File: src/rtl/fifo_pkg.sv
// Shared constants for the FIFO stream reader.
// Occupancy encodings, default data width and transfer counter width.
package fifo_pkg;

   localparam int DATA_WIDTH_DEF = 8;
   localparam int CNT_W          = 16;

   localparam logic [1:0] OCC_EMPTY = 2'd0;
   localparam logic [1:0] OCC_ONE   = 2'd1;
   localparam logic [1:0] OCC_TWO   = 2'd2;

endpackage

File: src/rtl/stream_skid_buf2.sv
// Two-entry register buffer with push/pop/clear.
// Exposes occupancy and the head entry; clear wins over push/pop.
module stream_skid_buf2
   import fifo_pkg::*;
#(
   parameter int DW = DATA_WIDTH_DEF
) (
   input  logic          clk_i,
   input  logic          rst_ni,
   input  logic          clear_i,
   input  logic          push_i,
   input  logic [DW-1:0] push_data_i,
   input  logic          pop_i,
   output logic [1:0]    occ_o,
   output logic [DW-1:0] head_o
);

   logic [DW-1:0] r_mem [2];
   logic          r_head;
   logic          r_tail;
   logic [1:0]    r_occ;
   logic [1:0]    w_occ_nxt;

   // next occupancy from push/pop combination
   always_comb begin
      w_occ_nxt = r_occ;
      if (push_i && !pop_i) begin
         unique case (r_occ)
            OCC_EMPTY: w_occ_nxt = OCC_ONE;
            default:   w_occ_nxt = OCC_TWO;
         endcase
      end else if (!push_i && pop_i) begin
         unique case (r_occ)
            OCC_TWO: w_occ_nxt = OCC_ONE;
            default: w_occ_nxt = OCC_EMPTY;
         endcase
      end
   end

   // storage, head/tail pointers and occupancy
   always_ff @(posedge clk_i or negedge rst_ni) begin
      if (!rst_ni) begin
         r_mem[0] <= '0;
         r_mem[1] <= '0;
         r_head   <= 1'b0;
         r_tail   <= 1'b0;
         r_occ    <= OCC_EMPTY;
      end else if (clear_i) begin
         r_head <= 1'b0;
         r_tail <= 1'b0;
         r_occ  <= OCC_EMPTY;
      end else begin
         if (push_i) begin
            r_mem[r_tail] <= push_data_i;
            r_tail        <= ~r_tail;
         end
         if (pop_i) begin
            r_head <= ~r_head;
         end
         r_occ <= w_occ_nxt;
      end
   end

   assign occ_o  = r_occ;
   assign head_o = r_mem[r_head];

endmodule

File: src/rtl/fifo_stream_reader.sv
// Drains a synchronous FIFO into a valid/ready stream via a 2-entry buffer.
// Optional pop counter port xfer_cnt_o with FIFO_STREAM_READER_CNT_EN.
module fifo_stream_reader
   import fifo_pkg::*;
#(
   parameter int DATA_WIDTH = DATA_WIDTH_DEF,
   parameter int BUF_DEPTH  = 2
) (
   input  logic                  clk_i,
   input  logic                  rst_ni,
   input  logic                  fifo_empty_i,
   input  logic [DATA_WIDTH-1:0] fifo_rdata_i,
   output logic                  fifo_rd_en_o,
   input  logic                  flush_i,
   output logic                  m_valid_o,
   output logic [DATA_WIDTH-1:0] m_data_o,
   input  logic                  m_ready_i,
`ifdef FIFO_STREAM_READER_CNT_EN
   output logic [CNT_W-1:0]      xfer_cnt_o,
`endif
   output logic                  underrun_o
);

   if (BUF_DEPTH != 2) begin : g_depth_chk
      $error("fifo_stream_reader: BUF_DEPTH must be 2");
   end

   logic       r_inflight;
   logic       r_discard;
   logic       r_underrun;
   logic [1:0] w_occ;
   logic       w_pop;
   logic       w_capture;
   logic [2:0] w_level;

   assign w_pop     = m_valid_o & m_ready_i;
   assign w_capture = r_inflight & ~r_discard & ~flush_i;
   assign w_level   = {1'b0, w_occ} + {2'b00, r_inflight}
                    - {2'b00, w_pop};

   assign fifo_rd_en_o = rst_ni & ~fifo_empty_i & ~flush_i
                       & (w_level < 3'd2);
   assign m_valid_o    = (w_occ != OCC_EMPTY);
   assign underrun_o   = r_underrun;

   stream_skid_buf2 #(
      .DW (DATA_WIDTH)
   ) u_buf (
      .clk_i       (clk_i),
      .rst_ni      (rst_ni),
      .clear_i     (flush_i),
      .push_i      (w_capture),
      .push_data_i (fifo_rdata_i),
      .pop_i       (w_pop),
      .occ_o       (w_occ),
      .head_o      (m_data_o)
   );

   // read-in-flight tracking, post-flush discard and sticky underrun
   always_ff @(posedge clk_i or negedge rst_ni) begin
      if (!rst_ni) begin
         r_inflight <= 1'b0;
         r_discard  <= 1'b0;
         r_underrun <= 1'b0;
      end else begin
         r_inflight <= fifo_rd_en_o;
         r_discard  <= flush_i & r_inflight;
         r_underrun <= r_underrun | (fifo_rd_en_o & fifo_empty_i);
      end
   end

`ifdef FIFO_STREAM_READER_CNT_EN
   logic [CNT_W-1:0] r_xfer_cnt;

   // wrapping pop counter, survives flush
   always_ff @(posedge clk_i or negedge rst_ni) begin
      if (!rst_ni) begin
         r_xfer_cnt <= '0;
      end else if (w_pop && !flush_i) begin
         r_xfer_cnt <= r_xfer_cnt + 1'b1;
      end
   end

   assign xfer_cnt_o = r_xfer_cnt;
`endif

endmodule
File: config.mk
export PLATFORM = sky130hd
export DESIGN_NAME = fifo_stream_reader
export DESIGN_NICKNAME = d
export VERILOG_FILES = /design/src/rtl/fifo_pkg.sv /design/src/rtl/stream_skid_buf2.sv /design/src/rtl/fifo_stream_reader.sv
export SDC_FILE = /design/constraint.sdc
export NUM_CORES = 1
export LEC_CHECK = 0
export ABC_AREA = 0
export BUFFER_PORTS_ARGS = -buffer_cell sky130_fd_sc_hd__buf_2
export CELL_PAD_IN_SITES_DETAIL_PLACEMENT = 0
export CELL_PAD_IN_SITES_GLOBAL_PLACEMENT = 1
export CORE_UTILIZATION = 45
export CTS_CLUSTER_DIAMETER = 80
export DETAILED_ROUTE_END_ITERATION = 10
export PLACE_DENSITY = 0.86
export SLEW_MARGIN = 20
export SYNTH_ARGS = -nofsm -noshare
export SYNTH_HDL_FRONTEND = slang
export SYNTH_SLANG_ARGS = --single-unit
File: constraint.sdc
create_clock -name clk_i -period 3.9 [get_ports clk_i]
set_clock_uncertainty 0.2 [all_clocks]
set_input_delay 0.195 -clock clk_i [delete_from_list [all_inputs] [get_ports clk_i]]
set_output_delay 0.195 -clock clk_i [all_outputs]
set_load 0.1 [all_outputs]
After elaboration in Yosys (flattened, before gate mapping)
Index checks and enable logic that the tools add are counted.
- $add $sub $neg: 2
- order comparisons: 4
- equality and inequality tests: 1
- mux-type cells: 15
- bitwise gates (word level): 16
- reductions and logical operators: 11
- operators with widths (cell ; count):
    $mux W8 ; 4
    $bwmux W16 ; 1
    $and A1 B1 Y1 ; 8
    $demux W8 S1 ; 1
    $mux W2 ; 4
    $reduce_bool A2 Y1 ; 3
    $mux W1 ; 5
    $not A1 Y1 ; 5
    $ge A2 B2 Y1 const B ; 2
    $not A1 Y2 ; 2
    $add A2 B1 Y3 ; 1
    $logic_and A1 B1 Y1 ; 3
    $lt A3 B2 Y1 const B ; 1
    $reduce_bool A3 Y1 ; 1
    $sub A3 B1 Y3 ; 1
    $eq A2 B2 Y1 const B ; 1
    $logic_not A1 Y1 ; 2
    $logic_not A2 Y1 ; 1
    $lt A2 B1 Y1 const B ; 1
    $reduce_and A2 Y1 ; 1
    $or A1 B1 Y1 ; 1
- register bits after elaboration: 23
- input bits: 13
- output and inout bits: 11
- logic and storage cells: 57

Logic depth before layout (Yosys ltp)
Gate-level depths: netlist of run 1.
- depth in word-level cells: 8
- mapped depth: 6
- depth with buffers taken out: 6

Cells and area by module
A second synthesis of run 1 with hierarchy kept.
- cell total of the unflattened synthesis: 76
- area total of the unflattened synthesis: 1067.3 um^2
- by module, submodules not included (module ; times used ; cells an instance ; area each (um^2) ; seq. area each (um^2)):
    stream_skid_buf2 ; 1 ; 61 ; 895.9 ; 500.5
    fifo_stream_reader ; 1 ; 15 ; 171.4 ; 75.1

Worst setup path before layout of run 1
Ideal clock, no wire load.
- path kind: register to register
- start: register u_buf.r_occ[1] (netlist: u_buf.occ_o[1])
- end: register r_inflight
- setup time: 0.430 ns
- arrival: 4.460 ns
- data required time: 3.270 ns
- setup slack: -1.190 ns
- cell stages (with the launch flop): 7
- buffers on the path: 0
- clock period less this slack: 5.090 ns
- cell sequence: dfrtp_1 o21a_1 ha_1 nand2b_1 fa_1 nand2_1 nor4_1
- word-level cells in the longest chain between the ends: 5
- elaborated cells between the ends (all ways): 6
- those cells by class: 2 x add/sub; 1 x order compare; 2 x bitwise; 1 x reduce/logical
- RTL lines (what ; line ; RTL):
    start: declaration ; stream_skid_buf2.sv:21 ; logic [1:0] r_occ;
    start signal: assignment ; stream_skid_buf2.sv:60 ; r_occ <= w_occ_nxt;
    parallel branches: the longest is 2 deep, another holds $add A2 B1 Y3 ; - ;
    $sub A3 B1 Y3 * ; fifo_stream_reader.sv:39 ; - {2'b00, w_pop};
    $lt A3 B2 Y1 * ; fifo_stream_reader.sv:42 ; & (w_level < 3'd2);
    $and A1 B1 Y1 * ; fifo_stream_reader.sv:42 ;
    via fifo_rd_en_o ; fifo_stream_reader.sv:13 ; output logic fifo_rd_en_o,
    end signal: assignment ; fifo_stream_reader.sv:66 ; r_inflight <= fifo_rd_en_o;
    end: declaration ; fifo_stream_reader.sv:28 ; logic r_inflight;
Mark *: on every way through the listed nets, which the timed path passes.
A chain may end at the register's enable or synchronous reset.

Final worst setup path of run 1
- start: register u_buf.r_occ[1] (netlist: u_buf.occ_o[1])
- end: output port fifo_rd_en_o
- word-level cells in the longest chain between the ends: 5
- elaborated cells between the ends (all ways): 6
- those cells by class: 2 x add/sub; 1 x order compare; 2 x bitwise; 1 x reduce/logical
- RTL lines (what ; line):
    parallel branches: the longest is 2 deep, another holds $add A2 B1 Y3 ; -
    $sub A3 B1 Y3 * ; fifo_stream_reader.sv:39
    $lt A3 B2 Y1 * ; fifo_stream_reader.sv:42
    $and A1 B1 Y1 * ; fifo_stream_reader.sv:42
    end: declaration ; fifo_stream_reader.sv:13
Every way passes the cells marked *.

==> qor.csv, run 1 <==
stage,metric,value,unit
detailed_routing,dr_wl_met2,875,um
cts,root_buffer,clkbuf_4,
timing,fin_crit_sh,0.7946,
detailed_routing,highest_layer,met4,
min_path,hold_path_class,in2reg,
setup_path,required,3.50,ns
cts,cts-resized-gates,0,
cts,cts_sinks,23,
setup_path,critPathMaxStageDelay,0.48,ns
detailed_routing,drc,0,
pwr,total_power,724.6,uW
global_route,first_global_vias,688,
global_route,grt_antenna_before_repair,0,
logic_synthesis,syn_inst,77,
detailed_routing,drt_iter0_markers,2,
placed_design,place_inst,124,
detailed_routing,wl_per_cell,13.17,um
timing,hold_violations,0,
setup_path,cp-end-kind,output pin,
die,coreArea,2255,um^2
detailed_routing,viasPerCell,4.885,
pwr,p_clk_frac,0.154,
cells_and_area,n_antenna_cell,0,
pwr,p_sw_frac,0.4548,
global_route,grt_pass1_wl,3098,um
cells_and_area,n_fill_cell,186,
pwr,pwr-share-comb,0.436,
detailed_routing,wirelength,1830,um
pwr,internal_power,395.0,uW
timing,rsz0062_at_grt,false,
logic_synthesis,synthesis.area,1089,um^2
cts,numCtsBuffers,3,
cells_and_area,drive_above_1_share,0.5135,
logic_synthesis,synth_nets,92,
logic_synthesis,syn_avg_cell_area,14.14,um^2
cells_and_area,multi_input_area,491.7,um^2
global_route,grt_overflow_total,0,
timing,finalMaxSlewViolations,0,
timing,period_minus_slack,3.099,ns
timing,fin_tns_setup,0,ns
timing,setup_slack,0.8012,ns
placed_design,pre_cts_slack,1.134,ns
cts,cts_setup_buffers,0,
detailed_routing,wl_met1,870,um
timing,worst_slew_pin_slew,0.5085,ns
die,start_util,0.4828,
cts,path_clk_slew,0.12,ns
cells_and_area,final_common_cell,mux2_2,
timing,setup_viol,0,
detailed_routing,firstDrtPassIters,2,
detailed_routing,ant_nets,0,
setup_path,crit_type,reg2out,
die,die_area,2620,um^2
logic_synthesis,ys_seq_area_frac,0.5287,
pwr,p_switching,329.6,uW
timing,slew-limit-headroom,0.6610,
pwr,ir_worst_vdd,0.0004127,V
pwr,cellPowerDensity,533.3,nW/um^2
global_route,grt_use_total,0.1701,
setup_path,startpoint_type,flop,
logic_synthesis,ys_warn_count,0,
logic_synthesis,synth_cell_types,24,
job,maxCapViolCount,0,
die,pin_count,24,
global_route,grt_max_degree,25,
setup_path,crit_slowest_cell,dfrtp_1,
pwr,leakage,0.6457,nW
setup_path,crit_family,adder cells,
setup_path,cp_max_fo,7,
cells_and_area,syn_to_final_growth,24.83,%
detailed_routing,num_vias,679,
cells_and_area,final_cells,139,
cells_and_area,register_area,575.6,um^2
cells_and_area,layout_common_cells,"25 x mux2_2, 23 x buf_2, 23 x dfrtp_1, 11 x dlygate4sd3_1, 5 x nand2b_1",
die,die_y,51.19,um
status,run_status,"finished, final reports clean",
placed_design,place_congestion,0.6862,
die,die_w,51.19,um
cells_and_area,utilization,0.6027,
cts,cts_tree,built,
cts,htree_levels,1,
placed_design,dp_hpwl,1241,um
logic_synthesis,synth-seq-cells,23,
cts,insertion_delay,0.32,ns
setup_path,cp.arrival,2.70,ns
cells_and_area,fin_nets,127,
placed_design,place.port_buffers,23,
detailed_routing,routed-wl-met3,61,um
cts,clockBufferDepth,2,
setup_path,worst-path-buf-inv,1,
setup_path,crit_path_cell_trace,"o21a_1, ha_1, nand2b_1, fa_1, nand2_1, nor4_2, buf_2",
die,rows,17,
cts,hold_buffers,11,
timing,max_freq,322.7,MHz
pwr,seqPwrFrac,0.409,
## power by group through the flow
| stage | sequential [mW] | clock (mW) | combinational (mW) |
|---|---|---|---|
| 2_1_floorplan | 0.295 | 0 | 0.272 |
| 3_3_place_gp | 0.299 | 0 | 0.305 |
| 3_5_place_dp | 0.302 | 0 | 0.309 |
| 4_1_cts | 0.297 | 0.117 | 0.318 |
| 5_1_grt | 0.301 | 0.128 | 0.329 |
| 6_report | 0.297 | 0.112 | 0.316 |
## cell families after synthesis
family / synth area share
AO/OA/AOI/OAI: 0.02989
XOR/XNOR: 0.02414
adder cells (fa/ha/maj): 0.02988
buffers and inverters: 0.02528
flip-flops: 0.5287
multiplexers: 0.2678
AND/OR/NAND/NOR: 0.09427
## through the flow
step	hold slack [ns]	cell area, um^2
4_1_cts	0.007085	1359
5_1_grt	0.01397	1359
3_5_place_dp	0.001051	1221
6_report	0.01072	1359
2_1_floorplan	-0.3006	1095
3_3_place_gp	-0.007100	1221
## flip-flops by register name, summed over array words and instances (netlist names)
name,count
u_buf.r_mem,16
u_buf.occ_o,2
r_discard,1
r_inflight,1
u_buf.r_head,1
u_buf.r_tail,1
underrun_o,1
## cells in the mapped netlist, drive strengths merged
| master | n | area [um^2] |
|---|---|---|
| or2 | 1 | 6.260 |
| nand2 | 1 | 3.750 |
| ha | 1 | 12.51 |
| o22ai | 1 | 6.260 |
| xnor2 | 1 | 8.760 |
| o21ba | 1 | 10.01 |
| mux2 | 25 | 281.5 |
| fa | 1 | 20.02 |
| and2 | 1 | 6.260 |
| dfrtp | 23 | 575.6 |
| inv | 1 | 3.750 |
| mux2i | 1 | 10.01 |
| clkbuf | 2 | 7.510 |
| nor3b | 1 | 18.77 |
| nor2 | 2 | 7.510 |
| nand2b | 5 | 31.28 |
| nor4 | 1 | 6.260 |
| o32ai | 1 | 8.760 |
| buf | 2 | 16.26 |
| nor2b | 1 | 6.260 |
| nor3 | 1 | 16.27 |
| xor2 | 2 | 17.52 |
| o21a | 1 | 7.510 |
## layout make-up
type / instances / area share
Clock buffer: 3 / 0.01657
Clock inverter: 1 / 0.003683
Inverter: 1 / 0.002762
Multi-Input combinational cell: 49 / 0.3619
Sequential cell: 23 / 0.4236
Tap cell: 28 / 0.02578
Timing Repair Buffer: 34 / 0.1657
## metal layers
| layer | GRT usage | vias up |
|---|---|---|
| met3 | 0.02679 | 4 |
| met1 | 0.2237 | 321 |
| met4 | 0.09722 | 0 |
| met2 | 0.2654 | 16 |
| li1 | - | 338 |
| met5 | 0 | - |
## worst paths after layout
| kind | startpoint | end | slack, ns | cells after the start |
|---|---|---|---|---|
| setup / recovery | u_buf.occ_o[1]$_DFFE_PN0P_ | fifo_rd_en_o | 0.80 | 7 |
| min in group asynchronous | rst_ni | u_buf.r_mem[10]$_DFFE_PN0P_ | 0.16 | 2 |
| max in group asynchronous | rst_ni | u_buf.r_tail$_DFFE_PN0P_ | 2.99 | 2 |
| hold reg to reg | underrun_o$_DFF_PN0_ | underrun_o$_DFF_PN0_ | 0.19 | 0 |
| hold / removal | flush_i | u_buf.r_head$_DFFE_PN0P_ | 0.01 | 2 |
| setup reg to reg | u_buf.occ_o[1]$_DFFE_PN0P_ | r_inflight$_DFF_PN0_ | 1.69 | 6 |
(Power assumes the default switching activity.)
==> inputs of run 2 (changes only) <==
--- a/config.mk
+++ b/config.mk
@@ -5,14 +5,14 @@
 export SDC_FILE = /design/constraint.sdc
 export NUM_CORES = 1
 export LEC_CHECK = 0
-export ABC_AREA = 0
+export ABC_AREA = 1
 export BUFFER_PORTS_ARGS = -buffer_cell sky130_fd_sc_hd__buf_2
 export CELL_PAD_IN_SITES_DETAIL_PLACEMENT = 0
 export CELL_PAD_IN_SITES_GLOBAL_PLACEMENT = 1
-export CORE_UTILIZATION = 45
+export CORE_UTILIZATION = 39
 export CTS_CLUSTER_DIAMETER = 80
 export DETAILED_ROUTE_END_ITERATION = 10
-export PLACE_DENSITY = 0.86
+export PLACE_DENSITY = 0.82
 export SLEW_MARGIN = 20
 export SYNTH_ARGS = -nofsm -noshare
 export SYNTH_HDL_FRONTEND = slang
==> constraint.sdc (replaced) <==
create_clock -name clk_i -period 2.95 [get_ports clk_i]
set_clock_uncertainty 0.2 [all_clocks]
set_input_delay 0.1475 -clock clk_i [delete_from_list [all_inputs] [get_ports clk_i]]
set_output_delay 0.1475 -clock clk_i [all_outputs]
set_load 0.1 [all_outputs]
==> qor.csv, run 2 <==
stage,metric,value,unit,change
placed_design,place.port_buffers,23,,unchanged
global_route,grt_antenna_before_repair,0,,unchanged
cts,insertion_delay,0.30,ns,-0.02 ns
timing,period_minus_slack,2.876,ns,
pwr,ir_worst_vdd,0.0004523,V,+9.6%
pwr,p_switching,408.8,uW,+24%
global_route,busiest_layer,met2,,
pwr,p_clk_frac,0.155,,about the same
die,die_area,3110,um^2,+19%
pwr,leakage,0.7860,nW,+22%
timing,max_freq,347.7,MHz,
die,coreArea,2758,um^2,+22%
die,die_y,55.77,um,+8.9%
cts,cts_tree,built,,
die,rows,19,,+2
timing,setup_slack,0.07426,ns,-0.7270 ns
die,start_util,0.4088,,-0.07399
global_route,use_met3,0.02093,,-0.005855
pwr,seqPwrFrac,0.427,,+0.018
status,run_status,"finished, final reports clean",,
cells_and_area,fin_nets,185,,+46%
logic_synthesis,ys_seq_area_frac,0.5105,,-0.01819
placed_design,dp_hpwl,1472,um,+19%
detailed_routing,num_vias,945,,+39%
pwr,total_power,899.9,uW,+24%
detailed_routing,drc,0,,unchanged
cts,htree_levels,1,,unchanged
logic_synthesis,synth_nets,146,,+59%
detailed_routing,drt_iter0_markers,20,,+18
cells_and_area,final_common_cell,nand2_1,,
logic_synthesis,yosysTopAreaCell,dfrtp_1,,
detailed_routing,viasPerCell,4.725,,-3.3%
logic_synthesis,synthTopCellsByCount,"48 x nand2_1, 23 x dfrtp_1, 15 x inv_1",,
global_route,grt_pass1_wl,4015,um,+30%
pwr,internal_power,491.1,uW,+24%
detailed_routing,ant_nets,0,,unchanged
placed_design,place_congestion,0.7215,,+5.1%
cells_and_area,multi_input_area,466.7,um^2,-5.1%
logic_synthesis,synth-seq-cells,23,,unchanged
logic_synthesis,syn_inst,131,,+70%
setup_path,reg2regPathDepth,8,,+2
detailed_routing,wl_per_cell,11.24,um,-15%
cts,clockBufferDepth,2,,unchanged
timing,fin_crit_sh,0.9748,,
timing,slew-limit-headroom,0.4871,,-0.1739
setup_path,setup.worst_path.start,u_buf.occ_o[1]$_DFFE_PN0P_,,
logic_synthesis,ys_warn_count,0,,unchanged
min_path,min-delay-start,m_ready_i,,
timing,finalMaxSlewViolations,0,,unchanged
cells_and_area,largest_register,u_buf.r_mem,,
timing,setup_viol,0,,unchanged
placed_design,pre_cts_slack,0.3282,ns,-0.8059 ns
timing,rsz0062_at_grt,true,,
pwr,p_sw_frac,0.4542,,-0.0005927
cells_and_area,n_antenna_cell,0,,unchanged
min_path,hold_path_class,in2reg,,
cells_and_area,layout_common_cells,"47 x nand2_1, 22 x buf_2, 22 x dfrtp_1, 14 x inv_1, 13 x dlygate4sd3_1",,
pwr,cellPowerDensity,616.3,nW/um^2,+16%
logic_synthesis,synthesis.area,1127,um^2,+3.6%
global_route,grt_use_total,0.1626,,-0.007483
cells_and_area,n_fill_cell,259,,+39%
logic_synthesis,synthTopCellsByArea,"dfrtp_1 51%, nand2_1 16%, o21ai_2 6.2%, inv_1 5.0%, o21ai_0 4.4%",,
setup_path,startpoint_type,flop,,
logic_synthesis,netlist.area_leader.share,0.5105,,-0.01819
setup_path,cp-end-kind,output pin,,
logic_synthesis,synth_edf_count,0,,unchanged
global_route,met1_usage,0.2067,,-0.01705
cts,cts_sinks,23,,unchanged
cells_and_area,drive_above_1_share,0.2899,,-0.2236
cells_and_area,final_cells,200,,+44%
setup_path,r2r-start,u_buf.occ_o[1]$_DFFE_PN0P_,,
cells_and_area,register_area,576.8,um^2,+0.22%
cts,root_buffer,clkbuf_4,,
logic_synthesis,yosysMostFrequentCell,nand2_1,,
cells_and_area,largest_reg_flops,16,,unchanged
min_path,hold_depth,5,,+3
timing,hold_violations,0,,unchanged
cts,numCtsBuffers,3,,unchanged
timing,worst_slew_pin_slew,0.7693,ns,+0.2608 ns
placed_design,place_inst,181,,+46%
die,die_w,55.77,um,+8.9%
logic_synthesis,async_flop_share,1.000,,unchanged
global_route,first_global_vias,941,,+37%
setup_path,crit_type,reg2out,,
logic_synthesis,synth_ff_type,dfrtp_1,,
global_route,grt_overflow_total,0,,unchanged
global_route,grt_max_degree,25,,unchanged
setup_path,cp_max_fo,2,,-5
die,pin_count,24,,unchanged
setup_path,required,2.60,ns,-0.90 ns
setup_path,cp.arrival,2.53,ns,-0.17 ns
logic_synthesis,syn_avg_cell_area,8.606,um^2,-39%
detailed_routing,firstDrtPassIters,4,,+2
global_route,grt_use_met2,0.2909,,+0.02553
detailed_routing,wirelength,2248,um,+23%
job,maxCapViolCount,0,,unchanged
cells_and_area,syn_to_final_growth,29.52,%,
pwr,pwr-share-comb,0.418,,-0.018
cts,path_clk_slew,0.12,ns,about the same
cells_and_area,utilization,0.5295,,-0.07317
logic_synthesis,synth_cell_types,25,,+4.2%
[run 2: changes by cell type in the layout (fill, tap and decap cells not counted), sizes merged, moves of 2 or more]
cell	change
nand2	+49
mux2	-25
o21ai	+19
inv	+15
nand2b	-5
nand3	+5
buf	+3
dlygate4sd3	+2
[run 2: timing repair]
| action | CTS | global route |
|---|---|---|
| hold buffers | 13 | 0 |
| endpoints found under the setup margin | 1 | 2 |
| pin swaps | 1 | 2 |
| gates cloned | 0 | 0 |
| buffers inserted | 2 | 0 |
| hold endpoints to repair | 42 | 0 |
| gates resized for setup | 2 | 5 |
[run 2: area by class of cell]
class,count,area share
sequential,23,0.3950
multi-input combinational,86,0.3196
timing repair buffer,39,0.1962
inverter,17,0.04370
tap,31,0.02656
clock buffer,3,0.01542
clock inverter,1,0.003428
[run 2: per-layer routing]
layer,vias to the layer above,share of wire
met5,-,0
li1,483,-
met4,0,0.012
met3,4,0.029
met2,18,0.50
met1,440,0.46
[run 2: power by group through the flow]
| stage | Combinational, mW | Clock (mW) | Sequential [mW] |
|---|---|---|---|
| after floorplan | 0.309 | 0 | 0.384 |
| after global placement | 0.358 | 0 | 0.388 |
| after detailed placement | 0.363 | 0 | 0.390 |
| after CTS | 0.378 | 0.150 | 0.383 |
| after global routing | 0.399 | 0.168 | 0.390 |
| final | 0.376 | 0.140 | 0.384 |
[run 2: cell families after synthesis]
| family | Yosys count | share of synthesized area |
|---|---|---|
| and+or+nand+nor | 62 | 0.2298 |
| DFF | 23 | 0.5105 |
| buffers and inverters | 22 | 0.1021 |
| AOI/OAI and AO/OA | 21 | 0.1210 |
| adders and majority gates | 2 | 0.02886 |
| xor gates and xnor gates | 1 | 0.007771 |
[run 2: worst paths after layout]
check	slack (ns)	to
worst max-delay path	0.07	fifo_rd_en_o
worst min-delay path	0.06	u_buf.occ_o[0]$_DFFE_PN0P_
worst max register to register	0.08	r_inflight$_DFF_PN0_
worst min register to register	0.19	underrun_o$_DFF_PN0_
max in group asynchronous	2.15	u_buf.occ_o[1]$_DFFE_PN0P_
min in group asynchronous	0.14	u_buf.r_mem[11]$_DFFE_PN0P_
[run 2: worst max-delay path: stages (launching register included)]
cell and delay, ns:
dfrtp_2 0.45, nor2_4 0.12, nor2_2 0.05, ha_1 0.27
or2_4 0.25, fa_1 0.49, nand2_2 0.07, nor4_4 0.29
buf_12 0.22
[run 2: through the flow]
step | area, um^2 | setup TNS, ns | hold slack [ns]
4_1_cts | 1446 | 0 | 0.02977
2_1_floorplan | 1145 | -0.3107 | -0.3481
6_report | 1460 | 0 | 0.06187
5_1_grt | 1460 | -0.003113 | 0.07525
3_3_place_gp | 1270 | 0 | -0.05848
3_5_place_dp | 1270 | 0 | -0.05339
==> inputs of run 3 (changes only) <==
--- a/config.mk
+++ b/config.mk
@@ -9,11 +9,13 @@
 export BUFFER_PORTS_ARGS = -buffer_cell sky130_fd_sc_hd__buf_2
 export CELL_PAD_IN_SITES_DETAIL_PLACEMENT = 0
 export CELL_PAD_IN_SITES_GLOBAL_PLACEMENT = 1
-export CORE_UTILIZATION = 39
+export CORE_MARGIN = 5
+export CORE_UTILIZATION = 40
 export CTS_CLUSTER_DIAMETER = 80
 export DETAILED_ROUTE_END_ITERATION = 10
-export PLACE_DENSITY = 0.82
+export PLACE_DENSITY = 0.81
 export SLEW_MARGIN = 20
 export SYNTH_ARGS = -nofsm -noshare
 export SYNTH_HDL_FRONTEND = slang
+export SYNTH_HIERARCHICAL = 1
 export SYNTH_SLANG_ARGS = --single-unit
==> qor.csv, run 3 <==
stage,metric,value,unit,change
status,run_status,"finished, final reports clean",,
cts,root_buffer,clkbuf_4,,
detailed_routing,num_vias,854,,-9.6%
cells_and_area,n_antenna_cell,0,,unchanged
setup_path,crit_path_end,fifo_rd_en_o,,
die,coreArea,2781,um^2,+0.86%
cts,clockBufferDepth,2,,unchanged
detailed_routing,viasPerCell,4.591,,-2.8%
setup_path,required,2.60,ns,about the same
pwr,pwr-share-comb,0.394,,-0.024
timing,setup_slack,0.1285,ns,+0.05424 ns
setup_path,r2r-start,u_buf/occ_o[1]$_DFFE_PN0P_,,
cells_and_area,layout_common_cells,"29 x nand2_1, 22 x buf_2, 22 x dfrtp_1, 19 x inv_1, 16 x o21ai_2",,
pwr,leakage,0.7756,nW,-1.3%
cts,insertion_delay,0.31,ns,about the same
global_route,grt_overflow_total,0,,unchanged
cts,numCtsBuffers,3,,unchanged
logic_synthesis,netlist.area_leader.share,0.4909,,-0.01962
die,start_util,0.4215,,+0.01270
setup_path,r2r-end,r_inflight$_DFF_PN0_,,
logic_synthesis,async_flop_share,1.000,,unchanged
placed_design,dp_hpwl,1454,um,-1.2%
pwr,ir_worst_vdd,0.0004790,V,+5.9%
pwr,internal_power,476.6,uW,-3.0%
global_route,grt_pass1_wl,3663,um,-8.8%
cells_and_area,largest_register,u_buf/r_mem,,
cells_and_area,drive_above_1_share,0.3742,,+0.08425
detailed_routing,wl_per_cell,11.19,um,-0.46%
setup_path,cp_max_fo,5,,+3
cts,path_clk_slew,0.13,ns,about the same
timing,finalMaxSlewViolations,0,,unchanged
pwr,p_switching,368.5,uW,-9.8%
logic_synthesis,synthesis.area,1172,um^2,+4.0%
cts,cts_tree,built,,
die,die_w,64.14,um,+15%
logic_synthesis,synthTopCellsByCount,"29 x nand2_1, 23 x dfrtp_1, 19 x inv_1",,
timing,fin_tns_setup,0,ns,unchanged
die,rows,19,,unchanged
cells_and_area,syn_to_final_growth,25.93,%,
timing,setup_viol,0,,unchanged
logic_synthesis,ys_seq_area_frac,0.4909,,-0.01962
logic_synthesis,synth_edf_count,0,,unchanged
logic_synthesis,syn_inst,119,,-9.2%
logic_synthesis,ys_warn_count,6,,+6
setup_path,cp.arrival,2.47,ns,-0.06 ns
setup_path,critPathMaxStageDelay,0.48,ns,about the same
timing,rsz0062_at_grt,false,,
timing,slew-limit-headroom,0.4693,,-0.01781
global_route,first_global_vias,860,,-8.6%
detailed_routing,wirelength,2081,um,-7.4%
logic_synthesis,yosysMostFrequentCell,nand2_1,,
setup_path,reg2reg_slack,0.71,ns,+0.63 ns
cells_and_area,utilization,0.5308,,+0.001322
logic_synthesis,synth-seq-cells,23,,unchanged
job,maxCapViolCount,0,,unchanged
cells_and_area,largest_reg_flops,16,,unchanged
die,die_y,64.14,um,+15%
detailed_routing,ant_nets,0,,unchanged
setup_path,crit_slowest_cell,fa_1,,
logic_synthesis,yosysTopAreaCell,dfrtp_1,,
placed_design,pre_cts_slack,0.3958,ns,+0.06756 ns
cts,cts_sinks,23,,unchanged
detailed_routing,drt_iter0_markers,39,,+95%
timing,fin_crit_sh,0.9564,,-0.01839
cts,htree_levels,1,,unchanged
global_route,grt_antenna_before_repair,0,,unchanged
timing,hold_violations,0,,unchanged
pwr,seqPwrFrac,0.430,,+0.003
setup_path,reg2regPathDepth,8,,unchanged
cells_and_area,multi_input_area,498.0,um^2,+6.7%
setup_path,crit_path_cell_trace,"o21a_1, ha_1, or2_1, fa_1, nand2_1, inv_1, nand2_1, nor2_4, buf_12",,
placed_design,place_congestion,0.6878,,-4.7%
setup_path,crit_type,reg2out,,
cells_and_area,final_common_cell,nand2_1,,
global_route,grt_use_total,0.1118,,-0.05084
die,pin_count,24,,unchanged
logic_synthesis,synth_nets,135,,-7.5%
timing,period_minus_slack,2.822,ns,-0.05424 ns
logic_synthesis,syn_avg_cell_area,9.852,um^2,+14%
logic_synthesis,synth_ff_type,dfrtp_1,,
setup_path,cp_common_cell,nand2_1,,
logic_synthesis,synth_cell_types,21,,-16%
pwr,p_clk_frac,0.176,,+0.021
placed_design,place.port_buffers,23,,unchanged
setup_path,startpoint_type,flop,,
cells_and_area,register_area,576.8,um^2,unchanged
setup_path,cp-end-kind,output pin,,
setup_path,setup.worst_path.start,u_buf/occ_o[1]$_DFFE_PN0P_,,
cells_and_area,n_fill_cell,267,,+3.1%
timing,worst_slew_pin_slew,0.7899,ns,+0.02064 ns
detailed_routing,drc,0,,unchanged
min_path,hold_path_class,in2async,,
pwr,cellPowerDensity,572.4,nW/um^2,-7.1%
pwr,p_sw_frac,0.4361,,-0.01818
cells_and_area,fin_nets,172,,-7.0%
die,die_area,4114,um^2,+32%
global_route,grt_max_degree,25,,unchanged
detailed_routing,firstDrtPassIters,4,,unchanged
timing,max_freq,354.4,MHz,+1.9%
logic_synthesis,synthTopCellsByArea,"dfrtp_1 49%, o21ai_2 12%, nand2_1 9.3%, mux2_2 7.7%, inv_1 6.1%",,
==> run 3: cells by family after synthesis <==
logic type	after synthesis	synth area share
fa+ha+maj	3	0.03842
mux	8	0.07684
compound gates	21	0.1430
buf+inv	24	0.09070
flops	23	0.4909
simple gates	40	0.1601
==> run 3: power by group through the flow <==
stage	registers (mW)	clock network [mW]	logic [mW]
detailed placement	0.370	0	0.324
floorplan	0.365	0	0.276
global placement	0.367	0	0.320
finish	0.363	0.149	0.333
global route	0.368	0.174	0.351
CTS	0.363	0.159	0.336
==> run 3: metrics by stage <==
| stage | area [um^2] | power, mW | hold WS [ns] | cells |
|---|---|---|---|---|
| after floorplan | 1180 | 0.6413 | -0.3481 | 119 |
| after global placement | 1318 | 0.6877 | -0.04789 | 169 |
| after detailed placement | 1318 | 0.6936 | -0.04028 | 169 |
| after CTS | 1468 | 0.8583 | 0.1384 | 185 |
| after global routing | 1476 | 0.8926 | 0.1766 | 186 |
| final | 1476 | 0.8451 | 0.1286 | 186 |
==> run 3: per-layer routing <==
metal  global-route usage  wire, um  up-vias
li1                     -         -      446
met1               0.1334       950      389
met2               0.1910      1016       15
met3              0.04378        93        4
met4              0.02290        19        0
met5                    0         0        -
==> run 3: area by class of cell <==
type | instances | area share
multi-input cells | 72 | 0.3373
clock inverters | 1 | 0.005085
inverters | 20 | 0.05085
well taps | 31 | 0.02627
flip-flops and latches | 23 | 0.3907
repair buffers | 36 | 0.1746
clock buffers | 3 | 0.01525
==> run 3: worst min path at each step <==
stage / startpoint / cells past startpoint / to
finish: rst_ni / 2 / r_inflight$_DFF_PN0_
detailed placement: rst_ni / 1 / u_buf/occ_o[0]$_DFFE_PN0P_
floorplan: rst_ni / 0 / r_discard$_DFF_PN0_
global placement: rst_ni / 1 / u_buf/occ_o[1]$_DFFE_PN0P_
CTS: rst_ni / 2 / r_inflight$_DFF_PN0_
global route: rst_ni / 2 / u_buf/r_tail$_DFFE_PN0P_
==> run 3: repair_timing <==
| action | 4_1_cts | 5_1_grt |
|---|---|---|
| hold buffers | 12 | 0 |
| setup buffers | 0 | 1 |
| setup endpoints to repair | 0 | 1 |
| endpoints found under the hold margin | 44 | 0 |
| gates resized for setup | 0 | 1 |
==> run 3: critical path: cells and delay by family (launching register included) <==
kind / cells / cell delay [ns]
buffers and inverters: 2 / 0.25
AND/OR/NAND/NOR: 4 / 0.48
adder cells (fa/ha/maj): 2 / 0.75
flip-flops: 1 / 0.46
AO/OA/AOI/OAI: 1 / 0.22
